$ cat src/rtl/inst_encoder_pkg.sv
// rtl/inst_encoder_pkg.sv - format/opcode constants and request bundle for the instruction encoder
package inst_encoder_pkg;

   // Format codes are shared with the immediate generator; keep values in lockstep.
   localparam logic [2:0] FMT_R     = 3'd0;
   localparam logic [2:0] FMT_S     = 3'd1;
   localparam logic [2:0] FMT_B     = 3'd2;
   localparam logic [2:0] FMT_U     = 3'd3;
   localparam logic [2:0] FMT_J     = 3'd4;
   localparam logic [2:0] FMT_I     = 3'd5;
   localparam logic [2:0] FMT_ISTAR = 3'd6;
   localparam logic [2:0] FMT_ILL   = 3'd7;

   localparam logic [6:0] OP_LOAD   = 7'h03;
   localparam logic [6:0] OP_OP_IMM = 7'h13;
   localparam logic [6:0] OP_AUIPC  = 7'h17;
   localparam logic [6:0] OP_STORE  = 7'h23;
   localparam logic [6:0] OP_OP     = 7'h33;
   localparam logic [6:0] OP_LUI    = 7'h37;
   localparam logic [6:0] OP_BRANCH = 7'h63;
   localparam logic [6:0] OP_JALR   = 7'h67;
   localparam logic [6:0] OP_JAL    = 7'h6F;

   typedef struct packed {
      logic [2:0]  fmt;
      logic [6:0]  opcode;
      logic [4:0]  rd;
      logic [2:0]  funct3;
      logic [4:0]  rs1;
      logic [4:0]  rs2;
      logic [6:0]  funct7;
      logic [31:0] imm;
   } enc_req_t;

   function automatic logic in_range(input logic [31:0] v,
                                     input logic signed [31:0] lo,
                                     input logic signed [31:0] hi);
      return ($signed(v) >= lo) && ($signed(v) <= hi);
   endfunction

endpackage

$ cat src/rtl/inst_pack.sv
// rtl/inst_pack.sv - combinational immediate range checker and RV32I field packer
module inst_pack
   import inst_encoder_pkg::*;
(
   input  logic [2:0]  chk_fmt,
   input  logic [31:0] chk_imm,
   output logic        chk_err,
   input  enc_req_t    req,
   output logic [31:0] inst
);

   always_comb begin
      chk_err = 1'b0;
      case (chk_fmt)
         FMT_R:        chk_err = 1'b0;
         FMT_I, FMT_S: chk_err = !in_range(chk_imm, -32'sd2048, 32'sd2047);
         FMT_B:        chk_err = !in_range(chk_imm, -32'sd4096, 32'sd4094) || chk_imm[0];
         FMT_J:        chk_err = !in_range(chk_imm, -32'sd1048576, 32'sd1048574) || chk_imm[0];
         FMT_U:        chk_err = |chk_imm[11:0];
         FMT_ISTAR:    chk_err = |chk_imm[31:5];
         default:      chk_err = 1'b1;
      endcase
   end

   // Out-of-range immediates are simply truncated into the available bits.
   always_comb begin
      inst = '0;
      case (req.fmt)
         FMT_R:
            inst = {req.funct7, req.rs2, req.rs1, req.funct3, req.rd, req.opcode};
         FMT_I:
            inst = {req.imm[11:0], req.rs1, req.funct3, req.rd, req.opcode};
         FMT_ISTAR:
            inst = {req.funct7, req.imm[4:0], req.rs1, req.funct3, req.rd, req.opcode};
         FMT_S:
            inst = {req.imm[11:5], req.rs2, req.rs1, req.funct3, req.imm[4:0], req.opcode};
         FMT_B:
            inst = {req.imm[12], req.imm[10:5], req.rs2, req.rs1, req.funct3,
                    req.imm[4:1], req.imm[11], req.opcode};
         FMT_U:
            inst = {req.imm[31:12], req.rd, req.opcode};
         FMT_J:
            inst = {req.imm[20], req.imm[10:1], req.imm[11], req.imm[19:12],
                    req.rd, req.opcode};
         default:
            inst = '0;
      endcase
   end

endmodule

$ cat src/rtl/inst_encoder.sv
// rtl/inst_encoder.sv - two-stage valid/ready RV32I instruction encoder with delivery counters
module inst_encoder
   import inst_encoder_pkg::*;
#(
   parameter int CNT_W = 16
) (
   input  logic             clk,
   input  logic             rst,
   input  logic             in_valid,
   output logic             in_ready,
   input  logic [2:0]       in_fmt,
   input  logic [6:0]       in_opcode,
   input  logic [4:0]       in_rd,
   input  logic [2:0]       in_funct3,
   input  logic [4:0]       in_rs1,
   input  logic [4:0]       in_rs2,
   input  logic [6:0]       in_funct7,
   input  logic [31:0]      in_imm,
   output logic             out_valid,
   input  logic             out_ready,
   output logic [31:0]      out_inst,
   output logic             out_err,
   output logic [CNT_W-1:0] enc_count,
   output logic [CNT_W-1:0] err_count
);

   enc_req_t    in_req;
   enc_req_t    s1_req;
   logic        s1_valid;
   logic        s1_err;
   logic        s2_valid;
   logic        chk_err;
   logic [31:0] packed_inst;
   logic        s1_adv;
   logic        s2_adv;

   always_comb begin
      in_req.fmt    = in_fmt;
      in_req.opcode = in_opcode;
      in_req.rd     = in_rd;
      in_req.funct3 = in_funct3;
      in_req.rs1    = in_rs1;
      in_req.rs2    = in_rs2;
      in_req.funct7 = in_funct7;
      in_req.imm    = in_imm;
   end

   // in_ready depends only on pipeline occupancy and out_ready, never on in_valid.
   assign s2_adv    = !s2_valid || out_ready;
   assign s1_adv    = !s1_valid || s2_adv;
   assign in_ready  = s1_adv;
   assign out_valid = s2_valid;

   inst_pack u_pack (
      .chk_fmt (in_fmt),
      .chk_imm (in_imm),
      .chk_err (chk_err),
      .req     (s1_req),
      .inst    (packed_inst)
   );

   always_ff @(posedge clk or posedge rst) begin
      if (rst) begin
         s1_valid <= 1'b0;
         s1_req   <= '0;
         s1_err   <= 1'b0;
      end else if (s1_adv) begin
         s1_valid <= in_valid;
         if (in_valid) begin
            s1_req <= in_req;
            s1_err <= chk_err;
         end
      end
   end

   always_ff @(posedge clk or posedge rst) begin
      if (rst) begin
         s2_valid <= 1'b0;
         out_inst <= '0;
         out_err  <= 1'b0;
      end else if (s2_adv) begin
         s2_valid <= s1_valid;
         if (s1_valid) begin
            out_inst <= packed_inst;
            out_err  <= s1_err;
         end
      end
   end

   always_ff @(posedge clk or posedge rst) begin
      if (rst) begin
         enc_count <= '0;
         err_count <= '0;
      end else if (out_valid && out_ready) begin
         enc_count <= enc_count + 1'b1;
         if (out_err) begin
            err_count <= err_count + 1'b1;
         end
      end
   end

endmodule
$ cat config.mk
export PLATFORM = sky130hd
export DESIGN_NAME = inst_encoder
export DESIGN_NICKNAME = d
export VERILOG_FILES = /design/src/rtl/inst_encoder_pkg.sv /design/src/rtl/inst_pack.sv /design/src/rtl/inst_encoder.sv
export SDC_FILE = /design/constraint.sdc
export NUM_CORES = 1
export LEC_CHECK = 0
export ABC_AREA = 1
export CORE_ASPECT_RATIO = 0.8
export CORE_UTILIZATION = 45
export DETAILED_ROUTE_END_ITERATION = 16
export PLACE_DENSITY = 0.72
export SYNTH_ARGS = -nofsm -noshare
export SYNTH_HDL_FRONTEND = slang
export SYNTH_HIERARCHICAL = 1
export SYNTH_SLANG_ARGS = --single-unit
$ cat constraint.sdc
create_clock -name clk -period 10.34 [get_ports clk]
set_input_delay 1.034 -clock clk [delete_from_list [all_inputs] [get_ports clk]]
set_output_delay 1.034 -clock clk [all_outputs]
set_load 0.01 [all_outputs]
==> key figures <==
Run status
  – Status: finished clean

Yosys
  – Mean post-synth cell area: between 8 and 9 µm²
  – Synth Instances: between 800 and 900
  – Synth Cell Area: about 6700 µm²
  – Synthesized Nets: around 880
  – Post-synthesis adder-cell area fraction: less than 1%
  – Cell variety after synth: 39
  – YS warnings: 6
  – Synth Register Bits: around 140
  – Multiplexer area fraction after synthesis: ~5.6%
  – Simple-gate share of the synthesized area: approximately 30%
  – Register area share after synthesis: between 50% and 60%
  – XOR/XNOR share of the synthesized area: between 2 and 3%
  – Largest family of logic cells by synthesized area: simple AND/OR/NAND/NOR gates
  – Compound-Gate Fraction of Synth Area: under 10%

Worst hold path
  – Hold Path End: s1_err
  – HP Class: reg -> reg
  – Hold wc startpoint: s1_err
  – Hold path depth: 2

Critical path
  – Crit. End Element: primary output
  – R2R Path End: s1_req[19]
  – RR Startpoint: out_valid
  – FF-to-FF path depth: 6
  – Buf/Inv on CP: 4
  – Critical Path Fanout Max: between 70 and 80
  – R2r setup slk: slightly above 8 ns
  – Crit-path leading delay family: buffers and inverters
  – CP dominant cell by count: clkdlybuf4s50_1
  – CP startpoint kind: input pin
  – Critical path class: in -> out
  – Crit path depth: 5
  – Critical-path top delay cell: clkdlybuf4s50_1
  – Max stage delay on crit path: 0.67 ns
  – Worst path cell trace: clkdlybuf4s50_1 > inv_2 > nand3_2 > buf_4 > clkdlybuf4s50_1
  – Worst EP arrival: between 2 and 3 ns
  – Req. time, crit path: 9.31 ns

Detailed routing
  – Routed wire per std cell: about 15 µm
  – Final wirelength: ~16000 µm
  – DR DRC count: 0
  – Vias per cell: 5.072
  – TritonRoute pass-1 iters: 5
  – Final ANT Viol Nets: 0
  – Vias: between 5000 and 6000
  – Initial detailed-routing violation count: ~420

Finish
  – Final instance area: 8723 µm²
  – Register area: about 3400 µm²
  – Non-filler cells, final: between 1000 and 1500
  – Area occupied by multi-input gates: 2899 µm²
  – Nets: just over 1000
  – Layout cells sized above 1: under 10%
  – Syn-to-layout area delta: 31.05%
  – Fillers: approximately 1300
  – Antenna diodes: 0

Power and ir drop
  – Static leakage: between 4 and 5 nW
  – Power per cell area: roughly 210 nW/µm²
  – Peak supply drop: between 150 and 200 µV

Timing
  – Final Hold Viols: 0
  – Worst Max-Slew Pin Slew: about 0.97 ns
  – Final Skew: roughly 0.0069 ns
  – Slew HR: a little over a third
  – Setup Viol. Count Final: 0
  – Final worst slack: about 6.4 ns
  – Setup_tns: 0 ns
  – RSZ-0062 raised after global routing: false
  – Hold_ws: approximately 0.47 ns
  – F_max: 251.0 MHz
  – Crit share post-route: about two fifths
  – Final worst path period need: 3.984 ns
  – Slew Limit Fails: 0

Placement
  – Routability cong.: approximately 0.9
  – Post-DP HPWL: ~11000 µm
  – Dpl cells: 1103
  – Dpl cell area: about 8100 µm²
  – I/O Buffers: between 100 and 150
  – Pre-CTS WS: between 6 and 7 ns

Global route
  – Overflow left after global routing: 0
  – Vias in the first global route: 5341
  – GRT Total Usage: 22.87%
  – First-pass GRT wire length: 27170 µm
  – Largest net degree at the start of global routing: 79
  – Initial antenna violation count: 0

Floorplan
  – Initial core utilization: between 40% and 50%
  – Chip Height: between 100 and 150 µm
  – Row cnt: 39
  – Die width: between 100 and 150 µm
  – Die area: around 15000 µm²
  – Core Area: 14350 µm²
  – Top-Level Pins: between 100 and 150

CTS
  – CTS sink cnt: around 140
  – Root buffer cell: clkbuf_16
  – Num CTS Buffers: 17
  – Htree depth: 4
  – Clock tree buffer depth: 2
  – Post-CTS Setup Bufs: 0
  – Hold_buf cts: 0
  – Clock transition at path regs: about 0.050 ns
  – Post-CTS resize count: 0
  – Clock Latency Late Sink: around 0.41 ns
  – CTS tree: built

Job
  – Max cap viols: 0
==> cells in the mapped netlist, drive strengths merged <==
cell | number | area share, %
dfrtp | 135 | 51
xnor2 | 8 | 1.1
nor2 | 65 | 3.9
o2111ai | 2 | 0.26
nand4 | 8 | 0.75
nand3 | 94 | 7.2
o211ai | 3 | 0.34
and2 | 2 | 0.19
nand2 | 308 | 17
ha | 2 | 0.38
mux2 | 33 | 5.6
nor3 | 6 | 0.60
nor4 | 2 | 0.19
a22oi | 3 | 0.34
o21bai | 1 | 0.11
inv | 58 | 3.3
nand3b | 6 | 0.68
xor2 | 11 | 1.4
a21oi | 1 | 0.075
buf | 17 | 1.7
a32o | 1 | 0.15
o21ai | 25 | 2.7
o31ai | 2 | 0.23
clkbuf | 13 | 0.73
==> power by group <==
group | internal, W | switching [W] | leakage, nW | total [W]
Sequential | 0.000642 | 0.0000833 | 1.69 | 0.000726
Combinational | 0.000255 | 0.000232 | 2.28 | 0.000487
Clock | 0.000367 | 0.000223 | 0.282 | 0.000590
==> worst reg2reg max path, cell delays in order, from the launching register on <==
cell     delay [ns]
dfrtp_1        0.44
nand3_2        0.09
buf_4          0.54
nand2_2        0.32
buf_4          0.41
nand2_1        0.18
nand2_1        0.06
==> flip-flops by register name (all words and copies together) (netlist names) <==
name / cells
s1_valid: 1
s1_err: 1
enc_count: 16
out_inst: 32
err_count: 16
out_err: 1
s1_req: 67
out_valid: 1
==> stage by stage <==
| step | utilization (%) | power [W] |
|---|---|---|
| after global routing | 60.81 | 0.001900 |
| final | 60.81 | 0.001803 |
| after detailed placement | 56.75 | 0.001221 |
| after global placement | 56.75 | 0.001208 |
| after CTS | 60.81 | 0.001818 |
| after floorplan | - | 0.0009738 |
==> placed cells by master (no fill, tap or decap), types with 2 or more instances in the layout <==
master,instances
buf_4,6
o31ai_1,2
nand4_1,8
mux2_1,2
clkbuf_16,17
inv_2,4
bufinv_16,2
clkbuf_8,2
nor4_1,2
clkinv_4,3
inv_6,2
nor3_1,4
xor2_1,11
nand3_2,2
inv_1,53
nor3_2,2
mux2_2,31
nand2_1,306
nor2_1,62
clkinvlp_4,2
nand3b_1,6
o2111ai_1,2
clkdlybuf4s50_1,136
a22oi_1,3
nand3_1,92
o21ai_1,2
o211ai_1,3
o21ai_2,11
ha_1,2
nor2_2,2
o21ai_0,11
clkinv_2,3
nand2_2,2
dfrtp_1,135
xnor2_1,8
==> worst max-delay path by stage <==
stage,startpoint,end,slack [ns]
floorplan,rst,enc_count[0],5.69
global placement,out_ready,in_ready,6.40
detailed placement,out_ready,in_ready,6.40
CTS,out_ready,in_ready,6.39
global route,out_ready,in_ready,6.26
finish,out_ready,in_ready,6.36
==> final cells by class <==
class / count / share of cell area, %
timing repair buffer: 143 / 16.18
tap: 184 / 2.639
clock inverter: 11 / 1.434
inverter: 58 / 2.553
sequential: 135 / 38.73
clock buffer: 20 / 5.235
multi-input combinational: 583 / 33.23
==> kinds of logic (layout without fill, tap and decap cells) <==
kind of cell	Yosys count	in the layout
buffers and inverters	88	232
muxes	33	33
xor gates and xnor gates	19	19
DFF	135	135
adders and majority gates	2	2
and+or+nand+nor	491	491
AOI/OAI and AO/OA	38	38
==> layer usage <==
metal	up-vias	track usage [%]	part of all wire [%]
met4	0	6.304	1.0
met5	-	0	0
met3	15	4.710	5.4
met1	2716	34.35	49
met2	178	33.10	45
li1	2843	-	-
No activity file was read; power rests on OpenSTA's default activity.
